[config.mk]
export PLATFORM = sky130hd
export DESIGN_NAME = seg_scan_595_mux
export DESIGN_NICKNAME = d
export VERILOG_FILES = /design/src/rtl/seg_scan_595_mux.sv
export SDC_FILE = /design/constraint.sdc
export NUM_CORES = 1
export LEC_CHECK = 0
export BUFFER_PORTS_ARGS = -buffer_cell sky130_fd_sc_hd__buf_4
export CAP_MARGIN = 20
export CORE_MARGIN = 2
export CORE_UTILIZATION = 40
export CTS_CLUSTER_SIZE = 10
export DETAILED_ROUTE_END_ITERATION = 8
export PLACE_DENSITY_LB_ADDON = 0.25
export SLEW_MARGIN = 20
export SYNTH_ARGS = -nofsm -noshare
export SYNTH_HDL_FRONTEND = slang
export SYNTH_SLANG_ARGS = --single-unit
[constraint.sdc]
create_clock -name clk_in -period 7.6 [get_ports clk_in]
set_input_delay 0.38 -clock clk_in [delete_from_list [all_inputs] [get_ports clk_in]]
set_output_delay 0.38 -clock clk_in [all_outputs]
set_load 0.02 [all_outputs]
[src/rtl/seg_scan_595_mux.sv]
// Multiplexed 7-segment scanner: shifts {segment, select} words into two chained 74HC595s,
// PWM-dims each digit through OE, and swaps in new display data only at the start of a frame.
module seg_scan_595_mux #(
  parameter int NUM_DIGITS     = 6,
  parameter int CLK_DIV        = 600,
  parameter int COMMON_ANODE   = 0,
  parameter int SEL_ACTIVE_LOW = 1
) (
  input  logic                    clk_in,
  input  logic                    rst_in,
  input  logic                    upd_valid_in,
  output logic                    upd_ready_out,
  input  logic [4*NUM_DIGITS-1:0] data_in,
  input  logic [NUM_DIGITS-1:0]   dp_in,
  input  logic [NUM_DIGITS-1:0]   blank_in,
  input  logic [3:0]              bright_in,
  output logic                    rclk_out,
  output logic                    sclk_out,
  output logic                    sdio_out,
  output logic                    oe_n_out,
  output logic                    frame_done_out
);
  localparam int DIV_W = (CLK_DIV > 1) ? $clog2(CLK_DIV) : 1;
  localparam int DIG_W = (NUM_DIGITS > 1) ? $clog2(NUM_DIGITS) : 1;
  localparam logic [DIV_W-1:0] DIV_LAST = DIV_W'(CLK_DIV - 1);
  localparam logic [DIG_W-1:0] DIG_LAST = DIG_W'(NUM_DIGITS - 1);

  typedef enum logic [2:0] {ST_IDLE, ST_LOAD, ST_SHIFT, ST_LATCH, ST_DWELL} state_t;

  function automatic logic [6:0] hex_to_seg(input logic [3:0] h);
    case (h)
      4'h0: hex_to_seg = 7'h3F;  4'h1: hex_to_seg = 7'h06;
      4'h2: hex_to_seg = 7'h5B;  4'h3: hex_to_seg = 7'h4F;
      4'h4: hex_to_seg = 7'h66;  4'h5: hex_to_seg = 7'h6D;
      4'h6: hex_to_seg = 7'h7D;  4'h7: hex_to_seg = 7'h07;
      4'h8: hex_to_seg = 7'h7F;  4'h9: hex_to_seg = 7'h6F;
      4'hA: hex_to_seg = 7'h77;  4'hB: hex_to_seg = 7'h7C;
      4'hC: hex_to_seg = 7'h39;  4'hD: hex_to_seg = 7'h5E;
      4'hE: hex_to_seg = 7'h79;  4'hF: hex_to_seg = 7'h71;
      default: hex_to_seg = 7'h00;
    endcase
  endfunction

  state_t                  state_q, state_d;
  logic [DIV_W-1:0]        div_q;
  logic                    tick_s;
  logic [4:0]              cnt_q, cnt_d;
  logic [DIG_W-1:0]        digit_q, digit_d;
  logic [15:0]             word_q, word_d;
  logic                    sclk_q, sclk_d, sdio_q, sdio_d, rclk_q, rclk_d;
  logic                    oe_n_q, oe_n_d, fd_q, fd_d;
  logic                    pending_q;
  logic [4*NUM_DIGITS-1:0] stage_data_q, act_data_q, src_data_s;
  logic [NUM_DIGITS-1:0]   stage_dp_q, stage_blank_q, act_dp_q, act_blank_q;
  logic [NUM_DIGITS-1:0]   src_dp_s, src_blank_s;
  logic                    xfer_s, accept_s;
  logic [3:0]              nib_s;
  logic [7:0]              seg_raw_s, seg_s, sel_oh_s, sel_s;

  assign tick_s   = (div_q == DIV_LAST);
  assign accept_s = upd_valid_in & ~pending_q;
  assign xfer_s   = (state_q == ST_LOAD) && (digit_q == '0) && pending_q;

  // Tick divider: free-running, wraps after CLK_DIV clocks
  always_ff @(posedge clk_in or posedge rst_in) begin
    if (rst_in) begin
      div_q <= '0;
    end else if (tick_s) begin
      div_q <= '0;
    end else begin
      div_q <= div_q + 1'b1;
    end
  end

  // Word for the current digit; a frame-start transfer uses the staged data directly
  always_comb begin
    src_data_s  = xfer_s ? stage_data_q  : act_data_q;
    src_dp_s    = xfer_s ? stage_dp_q    : act_dp_q;
    src_blank_s = xfer_s ? stage_blank_q : act_blank_q;
    nib_s       = src_data_s[{digit_q, 2'b00} +: 4];
    seg_raw_s   = src_blank_s[digit_q] ? 8'h00 : {src_dp_s[digit_q], hex_to_seg(nib_s)};
    seg_s       = (COMMON_ANODE != 0) ? ~seg_raw_s : seg_raw_s;
    sel_oh_s    = 8'h01 << digit_q;
    sel_s       = (SEL_ACTIVE_LOW != 0) ? ~sel_oh_s : sel_oh_s;
  end

  // Scan sequencer next-state and output decode
  always_comb begin
    state_d = state_q;
    cnt_d   = cnt_q;
    digit_d = digit_q;
    word_d  = word_q;
    sclk_d  = sclk_q;
    sdio_d  = sdio_q;
    rclk_d  = rclk_q;
    oe_n_d  = oe_n_q;
    fd_d    = 1'b0;
    case (state_q)
      ST_IDLE: begin
        state_d = ST_LOAD;
      end
      ST_LOAD: begin
        word_d  = {seg_s, sel_s};
        cnt_d   = 5'd0;
        oe_n_d  = 1'b1;
        state_d = ST_SHIFT;
      end
      ST_SHIFT: begin
        if (tick_s) begin
          if (cnt_q[0]) begin
            sclk_d = 1'b1;
          end else begin
            sclk_d = 1'b0;
            sdio_d = word_q[4'd15 - cnt_q[4:1]];
          end
          if (cnt_q == 5'd31) begin
            cnt_d   = 5'd0;
            state_d = ST_LATCH;
          end else begin
            cnt_d = cnt_q + 5'd1;
          end
        end else begin
          cnt_d = cnt_q;
        end
      end
      ST_LATCH: begin
        if (tick_s) begin
          if (cnt_q == 5'd0) begin
            rclk_d = 1'b1;
            cnt_d  = 5'd1;
          end else begin
            rclk_d  = 1'b0;
            cnt_d   = 5'd0;
            state_d = ST_DWELL;
          end
        end else begin
          cnt_d = cnt_q;
        end
      end
      ST_DWELL: begin
        if (tick_s) begin
          // d=15 can never be below a 4-bit brightness, so OE is released on the last tick
          oe_n_d = ~(cnt_q[3:0] < bright_in);
          if (cnt_q[3:0] == 4'd15) begin
            cnt_d   = 5'd0;
            state_d = ST_LOAD;
            digit_d = (digit_q == DIG_LAST) ? '0 : digit_q + 1'b1;
            fd_d    = (digit_q == DIG_LAST);
          end else begin
            cnt_d = cnt_q + 5'd1;
          end
        end else begin
          cnt_d = cnt_q;
        end
      end
      default: begin
        state_d = ST_IDLE;
      end
    endcase
  end

  // Sequencer state and registered 595 pins
  always_ff @(posedge clk_in or posedge rst_in) begin
    if (rst_in) begin
      state_q <= ST_IDLE;
      cnt_q   <= 5'd0;
      digit_q <= '0;
      word_q  <= 16'h0000;
      sclk_q  <= 1'b0;
      sdio_q  <= 1'b0;
      rclk_q  <= 1'b0;
      oe_n_q  <= 1'b1;
      fd_q    <= 1'b0;
    end else begin
      state_q <= state_d;
      cnt_q   <= cnt_d;
      digit_q <= digit_d;
      word_q  <= word_d;
      sclk_q  <= sclk_d;
      sdio_q  <= sdio_d;
      rclk_q  <= rclk_d;
      oe_n_q  <= oe_n_d;
      fd_q    <= fd_d;
    end
  end

  // Update handshake: staging capture and frame-start transfer to the active set
  always_ff @(posedge clk_in or posedge rst_in) begin
    if (rst_in) begin
      pending_q     <= 1'b0;
      stage_data_q  <= '0;
      stage_dp_q    <= '0;
      stage_blank_q <= '1;
      act_data_q    <= '0;
      act_dp_q      <= '0;
      act_blank_q   <= '1;
    end else if (xfer_s) begin
      pending_q   <= 1'b0;
      act_data_q  <= stage_data_q;
      act_dp_q    <= stage_dp_q;
      act_blank_q <= stage_blank_q;
    end else if (accept_s) begin
      pending_q     <= 1'b1;
      stage_data_q  <= data_in;
      stage_dp_q    <= dp_in;
      stage_blank_q <= blank_in;
    end else begin
      pending_q <= pending_q;
    end
  end

  assign upd_ready_out  = ~pending_q;
  assign rclk_out       = rclk_q;
  assign sclk_out       = sclk_q;
  assign sdio_out       = sdio_q;
  assign oe_n_out       = oe_n_q;
  assign frame_done_out = fd_q;
endmodule

==> results of run 1 <==
==> routing by layer <==
| layer | routed length, um | global-route usage |
|---|---|---|
| met3 | 679 | 0.0470 |
| met2 | 5500 | 0.252 |
| met4 | 230 | 0.0781 |
| met1 | 4990 | 0.221 |
| met5 | 0 | 0 |
==> stage by stage <==
stage | hold WS (ps) | cells | utilization | setup slack [ps]
floorplan | 433 | 483 | - | 4200
global placement | 446 | 685 | 0.444 | 4430
detailed placement | 453 | 685 | 0.444 | 4290
CTS | 124 | 717 | 0.487 | 4260
global route | 160 | 717 | 0.487 | 4020
finish | 82.7 | 717 | 0.487 | 4290
==> sequential cells by signal (all words and copies together) (netlist names) <==
name            count
act_blank_q         6
act_data_q         24
act_dp_q            6
cnt_q               5
digit_q             3
div_q              10
frame_done_out      1
oe_n_out            1
pending_q           1
rclk_out            1
sclk_out            1
sdio_out            1
stage_blank_q       6
stage_data_q       24
stage_dp_q          6
state_q             3
word_q             16
==> power by group through the flow <==
stage          Sequential [uW]  Clock [uW]  Combinational, uW
2_1_floorplan              687           0               66.7
3_3_place_gp               697           0               91.2
3_5_place_dp               698           0               95.4
4_1_cts                    688         825               96.1
5_1_grt                    693         858                105
6_report                   687         811               93.8
==> cells by family (layout without fill, tap and decap cells) <==
| group | Yosys count | after routing | share of synthesized area |
|---|---|---|---|
| flops | 115 | 115 | 0.510 |
| xor+xnor | 9 | 9 | 0.0139 |
| compound gates | 92 | 92 | 0.115 |
| buf+inv | 46 | 100 | 0.0335 |
| simple gates | 113 | 113 | 0.102 |
| mux | 92 | 92 | 0.190 |
| fa+ha+maj | 16 | 16 | 0.0353 |
==> cells in the mapped netlist, types with 7 or more instances <==
library cell / number
sky130_fd_sc_hd__nor2_1: 30
sky130_fd_sc_hd__mux2i_1: 12
sky130_fd_sc_hd__a31oi_1: 7
sky130_fd_sc_hd__o21ai_0: 25
sky130_fd_sc_hd__mux2_2: 75
sky130_fd_sc_hd__nand2_1: 24
sky130_fd_sc_hd__dfrtp_1: 102
sky130_fd_sc_hd__clkbuf_1: 21
sky130_fd_sc_hd__a21oi_1: 16
sky130_fd_sc_hd__nand2b_1: 8
sky130_fd_sc_hd__inv_1: 18
sky130_fd_sc_hd__dfstp_2: 13
sky130_fd_sc_hd__xor2_1: 8
sky130_fd_sc_hd__ha_1: 16
sky130_fd_sc_hd__nand3_1: 19
==> how the worst min path moves through the flow <==
stage | to | slack (ps) | from | depth (start not counted)
after CTS | act_data_q[9]$_DFF_PP0_ | 120 | rst_in | 2
after floorplan | div_q[0]$_DFF_PP0_ | 430 | div_q[0]$_DFF_PP0_ | 1
after detailed placement | div_q[0]$_DFF_PP0_ | 450 | div_q[0]$_DFF_PP0_ | 1
after global placement | div_q[0]$_DFF_PP0_ | 450 | div_q[0]$_DFF_PP0_ | 1
final | stage_data_q[9]$_DFFE_PP0P_ | 80 | rst_in | 2
after global routing | stage_data_q[9]$_DFFE_PP0P_ | 160 | rst_in | 2
==> area by class of cell <==
type,instances,area (um2),area share
flip-flops and latches,115,2890,0.428
multi-input cells,322,2600,0.384
clock buffers,23,478,0.0706
repair buffers,50,375,0.0555
well taps,180,225,0.0333
clock inverters,9,128,0.0189
inverters,18,70.1,0.0104
==> worst reg2reg max path, stage by stage (launching register included) <==
cell	delay, ps
sky130_fd_sc_hd__dfrtp_1	610
sky130_fd_sc_hd__or4b_1	760
sky130_fd_sc_hd__o21ai_0	200
sky130_fd_sc_hd__a21oi_1	90
sky130_fd_sc_hd__o31ai_1	600
sky130_fd_sc_hd__inv_1	180
sky130_fd_sc_hd__ha_1	290
sky130_fd_sc_hd__nor3_1	200
sky130_fd_sc_hd__a21oi_1	60
sky130_fd_sc_hd__a22o_1	200
==> results.txt, run 1 <==
Number of violations reported at the end of detailed-routing iteration 0 -> 322
Via count -> 3,882
Cell family contributing the most delay on the critical path -> compound AO/OA/AOI/OAI gates
Initial antenna violation count -> 0
Post-route fraction of the period consumed by the critical path -> 0.436
Die Footprint -> 0.0152 mm2
Biggest area consumer among synthesized cells -> sky130_fd_sc_hd__dfrtp_1
Flop-to-flop setup slack -> 4290 ps
GR Util All Layers -> 0.166
Gr ovfl total -> 0
Tot Pwr -> 1590 uW
Placer's final routability congestion estimate -> 0.823
Via count of the first global-routing pass -> 3,867
F_max -> 0.302 GHz
Slew Limit Fails -> 0
Dpl hpwl -> 7.66 mm
Count of cell types in the netlist -> 64
Number of port buffers -> 48
Syn Area/Cell -> 11.7 um2
Cells along the critical path -> or4b_1 -> o21ai_0 -> a21oi_1 -> o31ai_1 -> inv_1 -> ha_1 -> nor3_1 -> a21oi_1 -> a22o_1
Layout Cell Area excl Fill -> 0.00677 mm2
RSZ-0062 raised after global routing -> false
Critical R2R Launch -> digit_q[2]$_DFFE_PP0P_
Final-stage net count -> 583
Post-route minimum period -> 3310 ps
Peak ir drop on the vdd network -> 0.146 mV
Type of element capturing the critical path -> flop
H-Tree Level Count -> 4
CTS hold repair buffers -> 0
Leading cell type in the layout, fill and taps excluded -> sky130_fd_sc_hd__dfrtp_1
TNS Setup -> 0 ps
Number of buffers created by CTS -> 17
Highest fanout seen on the critical path -> 20
Switching Share -> 0.210
Skew-Pair Late Insertion Delay -> 410 ps
Clock group share of total power -> 0.509
Transition time of the tightest slew-check pin -> 972 ps
Worst Reg2Reg Path Length in Cells -> 9
Die span in y -> 123 um
Result of the run -> complete, no violations
Filler Cell Count -> 1,261
Total power density per cell area -> 235 mW/mm2
Critical path's slowest cell -> sky130_fd_sc_hd__or4b_1
ANT cells -> 0
Top flip-flop cell by instance count after synthesis -> sky130_fd_sc_hd__dfrtp_1
Internal power -> 1260 uW
Post-synthesis cell count -> 483
Synthesized area -> 0.00567 mm2
Yosys synthesis warning count -> 0
Final WL -> 11.4 mm
Max clock buf depth -> 2
Root buffer selected by CTS -> sky130_fd_sc_hd__clkbuf_16
Crit. Startpoint -> digit_q[2]$_DFFE_PP0P_
PostCTS Resize Cnt -> 0
CTS tree -> yes
Levels on crit path -> 9
Max-capacitance violation count -> 0
Number of enable flip-flop cells after synthesis -> 0
Maximum number of pins on one net before global-route repair -> 59
Tightest slew margin relative to the limit -> 0.351
Worst setup path end -> word_q[10]$_DFFE_PP0P_
Top library cells by usage in the layout, fill and taps aside -> sky130_fd_sc_hd__dfrtp_1 (102), sky130_fd_sc_hd__mux2_2 (75), sky130_fd_sc_hd__buf_4 (50), sky130_fd_sc_hd__nor2_1 (30), sky130_fd_sc_hd__o21ai_0 (25)
Critical path buffers and inverters -> 1
Combinational share of power -> 0.059
Share of final-layout standard cells stronger than drive strength 1 -> 0.341
Sequential share of the synthesized area -> 0.510
Clock Skew -> 7.89 ps
Final hold viol count -> 0
DRC viols -> 0
Starting density of the core -> 0.409
Cell types with the largest area share after synthesis -> sky130_fd_sc_hd__dfrtp_1 (45%), sky130_fd_sc_hd__mux2_2 (15%), sky130_fd_sc_hd__dfstp_2 (6.0%)
Layout area overhead -> 19.3%
Fraction of registers with async set or reset after synthesis -> 1.00
Path type of the worst min-delay path -> in2async
Setup Fix Bufs, Post-CTS -> 0
Post-synthesis sequential element count -> 115
DR WL/cell -> 15.9 um
Number of top-level pins -> 49
Critical path required time -> 7900 ps
Data arrival at the endpoint of the critical path -> 3610 ps
Wire length of the first global-routing pass -> 19.3 mm
Via density per instance -> 5.41
Fraction of post-synthesis cell area in the top cell type by area -> 0.450
Number of nets still failing antenna checks after routing -> 0
Cell area reported after detailed placement -> 0.00616 mm2
Die X-Extent -> 123 um
Total iterations of the first detailed-routing run -> 4
Longest individual stage delay on the worst path -> 760 ps
Critical R2R Capture -> word_q[10]$_DFFE_PP0P_
Std-Cell Core Area -> 0.0139 mm2
Share of total power in sequential cells -> 0.432
Number of clock sinks seen by CTS -> 115
Most repeated library cell on the critical path -> sky130_fd_sc_hd__a21oi_1
Startpoint Class -> flop
Reg clk slew, reported paths -> 60 ps
Kind of critical path -> reg2reg
Static Leakage -> 0.00297 uW
Net switching power of the design -> 334 uW
Final setup violating endpoints -> 0
Total nets after synthesis -> 542
Rows -> 43
Power figures use the tool's default switching activity.
==> run 2: changes to the inputs <==
Clock period 7.6 ns to 2.8 ns, I/O delays scaled along.
==> run 2 against run 1 <==
Against the previous run:
- total power grew to 2.7 times the previous value
- maximum frequency grew 30%
- cell count rose by 8.6%
- register-to-register slack worse by 4000 ps
- clock skew is essentially flat
- die area unchanged
- via count increased by 4.3%
- combinational power rose to 3.3 times the previous value
- critical endpoint is now word_q[8]$_DFFE_PP0P_
- highest routed layer unchanged
==> results.txt, run 2 (synthesis gave the netlist of run 1 again) <==
Data arrival at the endpoint of the critical path -> 2840 ps (-770 ps)
Cells along the critical path -> or4b_1 -> o21ai_0 -> a21oi_1 -> o31ai_1 -> buf_4 -> ha_1 -> nand3_1 -> a21boi_1 -> a32o_1
Starting density of the core -> 0.409 (unchanged)
TNS Setup -> 0 ps (unchanged)
DR WL/cell -> 15.4 um (-3.3%)
Via density per instance -> 5.20 (-4.0%)
Wire length of the first global-routing pass -> 20.7 mm (+6.9%)
Post-route fraction of the period consumed by the critical path -> 0.910 (+0.474)
Longest individual stage delay on the worst path -> 650 ps (-110 ps)
Number of port buffers -> 48 (unchanged)
Tot Pwr -> 4310 uW (+170%)
Result of the run -> complete, no violations
Internal power -> 3390 uW (+170%)
RSZ-0062 raised after global routing -> false
Leading cell type in the layout, fill and taps excluded -> sky130_fd_sc_hd__dfrtp_1
Total iterations of the first detailed-routing run -> 4 (unchanged)
Peak ir drop on the vdd network -> 0.377 mV (+160%)
Number of top-level pins -> 49 (unchanged)
Max-capacitance violation count -> 0 (unchanged)
Post-route insts no fill -> 779 (+8.6%)
H-Tree Level Count -> 4 (unchanged)
Final WL -> 12.0 mm (+5.0%)
Placement Setup Slack -> 271 ps (-4020 ps)
Kind of critical path -> reg2reg
Critical path's slowest cell -> sky130_fd_sc_hd__or4b_1
Die Footprint -> 0.0152 mm2 (unchanged)
Dpl hpwl -> 8.37 mm (+9.4%)
Number of buffers created by CTS -> 17 (unchanged)
Critical path required time -> 3100 ps (-4800 ps)
Slew Limit Fails -> 0 (unchanged)
Cell family contributing the most delay on the critical path -> compound AO/OA/AOI/OAI gates
Number of violations reported at the end of detailed-routing iteration 0 -> 246 (-24%)
Path type of the worst min-delay path -> in2async
PostCTS Resize Cnt -> 0 (unchanged)
Registers with the most flip-flops -> act_data_q: 24 flops, stage_data_q: 24 flops, word_q: 16 flops
Share of final-layout standard cells stronger than drive strength 1 -> 0.347 (+0.00646)
Top library cells by usage in the layout, fill and taps aside -> sky130_fd_sc_hd__dfrtp_1 (102), sky130_fd_sc_hd__mux2_2 (75), sky130_fd_sc_hd__buf_4 (72), sky130_fd_sc_hd__dlygate4sd3_1 (38), sky130_fd_sc_hd__nor2_1 (30)
Number of clock sinks seen by CTS -> 115 (unchanged)
Die span in y -> 123 um (unchanged)
DRC viols -> 0 (unchanged)
Transition time of the tightest slew-check pin -> 696 ps (-276 ps)
Fin worst setup slack -> 252 ps (-4030 ps)
Final hold viol count -> 0 (unchanged)
Reg clk slew, reported paths -> 50 ps (about the same)
Skew-Pair Late Insertion Delay -> 420 ps (about the same)
ANT cells -> 0 (unchanged)
Layout area overhead -> 29.4%
Maximum number of pins on one net before global-route repair -> 49 (-17%)
Rows -> 43 (unchanged)
Post-route minimum period -> 2550 ps (-766 ps)
Highest fanout seen on the critical path -> 7 (-65%)
Combinational share of power -> 0.072 (+0.013)
Static Leakage -> 0.00325 uW (+9.4%)
Via count of the first global-routing pass -> 4,171 (+7.9%)
Via count -> 4,049 (+4.3%)
Tightest slew margin relative to the limit -> 0.535 (+0.184)
Std-Cell Core Area -> 0.0139 mm2 (unchanged)
Final-stage net count -> 645 (+11%)
Startpoint Class -> flop
Worst Reg2Reg Path Length in Cells -> 9 (unchanged)
Type of element capturing the critical path -> flop
Initial antenna violation count -> 0 (unchanged)
Clock group share of total power -> 0.495 (-0.014)
Placer's final routability congestion estimate -> 0.798 (-3.0%)
Number of nets still failing antenna checks after routing -> 0 (unchanged)
Gr ovfl total -> 0 (unchanged)
GR Util All Layers -> 0.177 (+0.0114)
Critical path buffers and inverters -> 1 (unchanged)
Final setup violating endpoints -> 0 (unchanged)
Die X-Extent -> 123 um (unchanged)
Root buffer selected by CTS -> sky130_fd_sc_hd__clkbuf_16
Clock Skew -> 7.59 ps (-0.299 ps)
F_max -> 0.392 GHz (+30%)
Share of total power in sequential cells -> 0.434 (+0.002)
Total power density per cell area -> 587 mW/mm2 (+150%)
Levels on crit path -> 9 (unchanged)
Max clock buf depth -> 2 (unchanged)
Switching Share -> 0.213 (+0.00326)
Placed cell count -> 708 (+3.4%)
CTS tree -> yes
Final-layout worst hold slack -> 269 ps (+186 ps)
Filler Cell Count -> 1,236 (-2.0%)
Net switching power of the design -> 918 uW (+170%)
[run 2: metrics by stage]
step | util | cell area [um2]
detailed placement | 0.457 | 6350
global route | 0.529 | 7340
floorplan | - | 5680
CTS | 0.527 | 7310
finish | 0.529 | 7340
global placement | 0.457 | 6350
[run 2: power by group through the flow]
stage / Combinational, uW / Clock (uW) / Sequential (uW)
after CTS: 309 / 2170 / 1870
after global routing: 344 / 2260 / 1880
after floorplan: 181 / 0 / 1870
final: 308 / 2130 / 1870
after detailed placement: 268 / 0 / 1900
after global placement: 257 / 0 / 1890
[run 2: path summary, 6_finish.rpt]
path                                   startpoint                            to  slack [ps]
setup / recovery           digit_q[2]$_DFFE_PP0P_         word_q[8]$_DFFE_PP0P_         250
hold / removal                             rst_in         word_q[9]$_DFFE_PP0P_         270
setup reg to reg           digit_q[2]$_DFFE_PP0P_         word_q[8]$_DFFE_PP0P_         250
hold reg to reg                div_q[0]$_DFF_PP0_            div_q[0]$_DFF_PP0_         460
max in group asynchronous                  rst_in  stage_data_q[10]$_DFFE_PP0P_        1720
min in group clk_in                  bright_in[3]          oe_n_out$_DFFE_PP1P_         340
[run 2: layout make-up]
| class | instances | area [um2] | share of cell area |
|---|---|---|---|
| flip-flops and latches | 115 | 2890 | 0.394 |
| multi-input cells | 322 | 2600 | 0.354 |
| repair buffers | 112 | 961 | 0.131 |
| clock buffers | 23 | 488 | 0.0665 |
| well taps | 180 | 225 | 0.0307 |
| clock inverters | 9 | 103 | 0.0140 |
| inverters | 18 | 71.3 | 0.00972 |
[run 2: metal layers]
| layer | vias up | track usage | wire length [um] |
|---|---|---|---|
| li1 | 1957 | - | - |
| met1 | 1996 | 0.239 | 5650 |
| met2 | 84 | 0.270 | 5700 |
| met3 | 12 | 0.0521 | 456 |
| met4 | 0 | 0.0703 | 160 |
| met5 | - | 0 | 0 |
[run 2: tightest hold or removal path, stage by stage]
cell                            delay [ps]
sky130_fd_sc_hd__dlygate4sd3_1         540
sky130_fd_sc_hd__buf_4                 140
sky130_fd_sc_hd__clkinvlp_4            250
[run 2: timing repair]
item | 4_1_cts | 5_1_grt
hold buffers | 37 | 1
setup endpoints to repair | 0 | 0
endpoints found under the hold margin | 37 | 10
buffers inserted | 0 | 0
==> run 3: changes to the inputs <==
Settings changed: CORE_ASPECT_RATIO set to 1.25.
==> run 3 against run 2 <==
Against the previous run:
- sequential power is essentially flat
- combinational power decreased by 3%
- cell count fell by 1.4%
- cell area shrank 0.55%
- total power up 1.2%
- sequential share of layout area rose by 0.22 points
- non-clock buffer count shrank 6
- worst hold slack improved by 110 ps
- maximum frequency is 4.0% higher
- routed wire length down 1.0%
- first-iteration DRC count is 33% lower
- critical path type unchanged
- critical endpoint unchanged
- largest power group unchanged
==> results.txt, run 3 (synthesis gave the netlist of run 1 again) <==
Result of the run -> complete, no violations
Startpoint Class -> flop
Die X-Extent -> 111 um (-10%)
Worst setup path end -> word_q[8]$_DFFE_PP0P_
ANT cells -> 0 (unchanged)
Registers with the most flip-flops -> act_data_q: 24 flops, stage_data_q: 24 flops, word_q: 16 flops
Cell family contributing the most delay on the critical path -> simple AND/OR/NAND/NOR gates
Peak ir drop on the vdd network -> 0.392 mV (+4.0%)
Final WL -> 11.8 mm (-1.0%)
Cells along the critical path -> or2_2 -> or4_4 -> a31oi_4 -> and2_1 -> o21ai_1 -> a32o_1
Placed cell count -> 698 (-1.4%)
Critical path required time -> 3090 ps (about the same)
Critical R2R Capture -> word_q[8]$_DFFE_PP0P_
DR WL/cell -> 15.4 um (+0.39%)
Share of final-layout standard cells stronger than drive strength 1 -> 0.344 (-0.00323)
Via count -> 4,057 (+0.20%)
Critical path buffers and inverters -> 0 (-1)
Post-route minimum period -> 2450 ps (-97.1 ps)
Die span in y -> 137 um (+11%)
Number of port buffers -> 48 (unchanged)
Kind of critical path -> reg2reg
Top library cells by usage in the layout, fill and taps aside -> sky130_fd_sc_hd__dfrtp_1 (102), sky130_fd_sc_hd__mux2_2 (75), sky130_fd_sc_hd__buf_4 (67), sky130_fd_sc_hd__dlygate4sd3_1 (38), sky130_fd_sc_hd__nor2_1 (30)
Levels on crit path -> 6 (-3)
Dpl hpwl -> 7.99 mm (-4.6%)
Number of top-level pins -> 49 (unchanged)
Rows -> 48 (+12%)
Via count of the first global-routing pass -> 4,110 (-1.5%)
Max-capacitance violation count -> 0 (unchanged)
Filler Cell Count -> 1,204 (-2.6%)
Transition time of the tightest slew-check pin -> 689 ps (-6.47 ps)
Total iterations of the first detailed-routing run -> 4 (unchanged)
H-Tree Level Count -> 4 (unchanged)
Number of nets still failing antenna checks after routing -> 0 (unchanged)
Placer's final routability congestion estimate -> 0.827 (+3.7%)
F_max -> 0.408 GHz (+4.0%)
Via density per instance -> 5.28 (+1.6%)
Total power density per cell area -> 598 mW/mm2 (+1.8%)
Number of buffers created by CTS -> 17 (unchanged)
Std-Cell Core Area -> 0.0138 mm2 (-0.49%)
Initial antenna violation count -> 0 (unchanged)
GR Util All Layers -> 0.169 (-0.00798)
Post-route fraction of the period consumed by the critical path -> 0.875 (-0.0347)
Path type of the worst min-delay path -> in2reg
Final setup violating endpoints -> 0 (unchanged)
Post-route insts no fill -> 768 (-1.4%)
CTS tree -> yes
Type of element capturing the critical path -> flop
Layout area overhead -> 28.7%
Maximum number of pins on one net before global-route repair -> 116 (+140%)
RSZ-0062 raised after global routing -> false
Slew Limit Fails -> 0 (unchanged)
Root buffer selected by CTS -> sky130_fd_sc_hd__clkbuf_16
Final-stage net count -> 639 (-0.93%)
Wire length of the first global-routing pass -> 20.3 mm (-1.9%)
Number of clock sinks seen by CTS -> 115 (unchanged)
Highest fanout seen on the critical path -> 13 (+6)
Fin worst setup slack -> 349 ps (+97.1 ps)
Worst Reg2Reg Path Length in Cells -> 6 (-3)
Skew-Pair Late Insertion Delay -> 410 ps (about the same)
Clock Skew -> 7.69 ps (+0.0978 ps)
Placement Setup Slack -> 244 ps (-26.9 ps)
Flop-to-flop setup slack -> 350 ps (+100 ps)
Final hold viol count -> 0 (unchanged)
DRC viols -> 0 (unchanged)
Crit. Startpoint -> digit_q[0]$_DFFE_PP0P_
Longest individual stage delay on the worst path -> 510 ps (-140 ps)
Tightest slew margin relative to the limit -> 0.539 (+0.00433)
Static Leakage -> 0.00323 uW (-0.51%)
TNS Setup -> 0 ps (unchanged)
Data arrival at the endpoint of the critical path -> 2750 ps (-90 ps)
Gr ovfl total -> 0 (unchanged)
Max clock buf depth -> 2 (unchanged)
Die Footprint -> 0.0152 mm2 (about the same)
Reg clk slew, reported paths -> 50 ps (about the same)
Number of violations reported at the end of detailed-routing iteration 0 -> 165 (-33%)
Critical path's slowest cell -> sky130_fd_sc_hd__dfrtp_1
Critical R2R Launch -> digit_q[0]$_DFFE_PP0P_
Leading cell type in the layout, fill and taps excluded -> sky130_fd_sc_hd__dfrtp_1
Starting density of the core -> 0.411 (+0.00200)
-- run 3: layout make-up --
cell class              instances  area, um2  share of cell area
clock buffers                  22        474              0.0650
flip-flops and latches        115       2890               0.397
repair buffers                106        903               0.124
multi-input cells             322       2610               0.357
clock inverters                10        131              0.0180
well taps                     175        219              0.0300
inverters                      18       71.3             0.00977
-- run 3: worst min path at each step --
stage	startpoint	end	slack (ps)	cells past startpoint
floorplan	upd_valid_in	pending_q$_DFFE_PP0P_	260	1
global placement	rst_in	act_data_q[8]$_DFF_PP0_	370	3
detailed placement	upd_valid_in	pending_q$_DFFE_PP0P_	370	2
CTS	bright_in[3]	oe_n_out$_DFFE_PP1P_	360	7
global route	bright_in[3]	oe_n_out$_DFFE_PP1P_	440	7
finish	bright_in[3]	oe_n_out$_DFFE_PP1P_	380	7
-- run 3: report_power, final --
group	leakage, uW	internal (uW)	switching, uW
clock	0.000300	1460	733
sequential	0.00139	1800	70.4
combinational	0.00154	191	108
total	0.00323	3450	911
-- run 3: repair_timing --
action / in CTS / in global routing
resized for setup: 0 / 1
hold buffers: 38 / 0
buffers inserted: 0 / 0
endpoints found under the setup margin: 0 / 1
hold endpoints to repair: 139 / 0
-- run 3: layer usage --
| metal | wire length [um] | share of wire | up-vias | track usage |
|---|---|---|---|---|
| met1 | 5200 | 0.44 | 2022 | 0.208 |
| li1 | - | - | 1944 | - |
| met5 | 0 | 0 | - | 0 |
| met2 | 6080 | 0.51 | 74 | 0.284 |
| met4 | 192 | 0.016 | 0 | 0.0667 |
| met3 | 375 | 0.032 | 17 | 0.0505 |
-- run 3: through the flow --
stage / hold WS, ps / utilization / area (um2) / total power (uW)
floorplan: 257 / - / 5680 / 2050
global placement: 366 / 0.457 / 6310 / 2150
detailed placement: 366 / 0.457 / 6310 / 2160
CTS: 355 / 0.528 / 7290 / 4420
global route: 441 / 0.528 / 7300 / 4540
finish: 383 / 0.528 / 7300 / 4360
-- run 3: tightest hold or removal path, stage by stage --
cell and delay [ps]:
sky130_fd_sc_hd__buf_4 110, sky130_fd_sc_hd__inv_1 40, sky130_fd_sc_hd__ha_1 130, sky130_fd_sc_hd__nor3_1 40
sky130_fd_sc_hd__o21ai_0 110, sky130_fd_sc_hd__o21ai_0 90, sky130_fd_sc_hd__o21ai_0 80
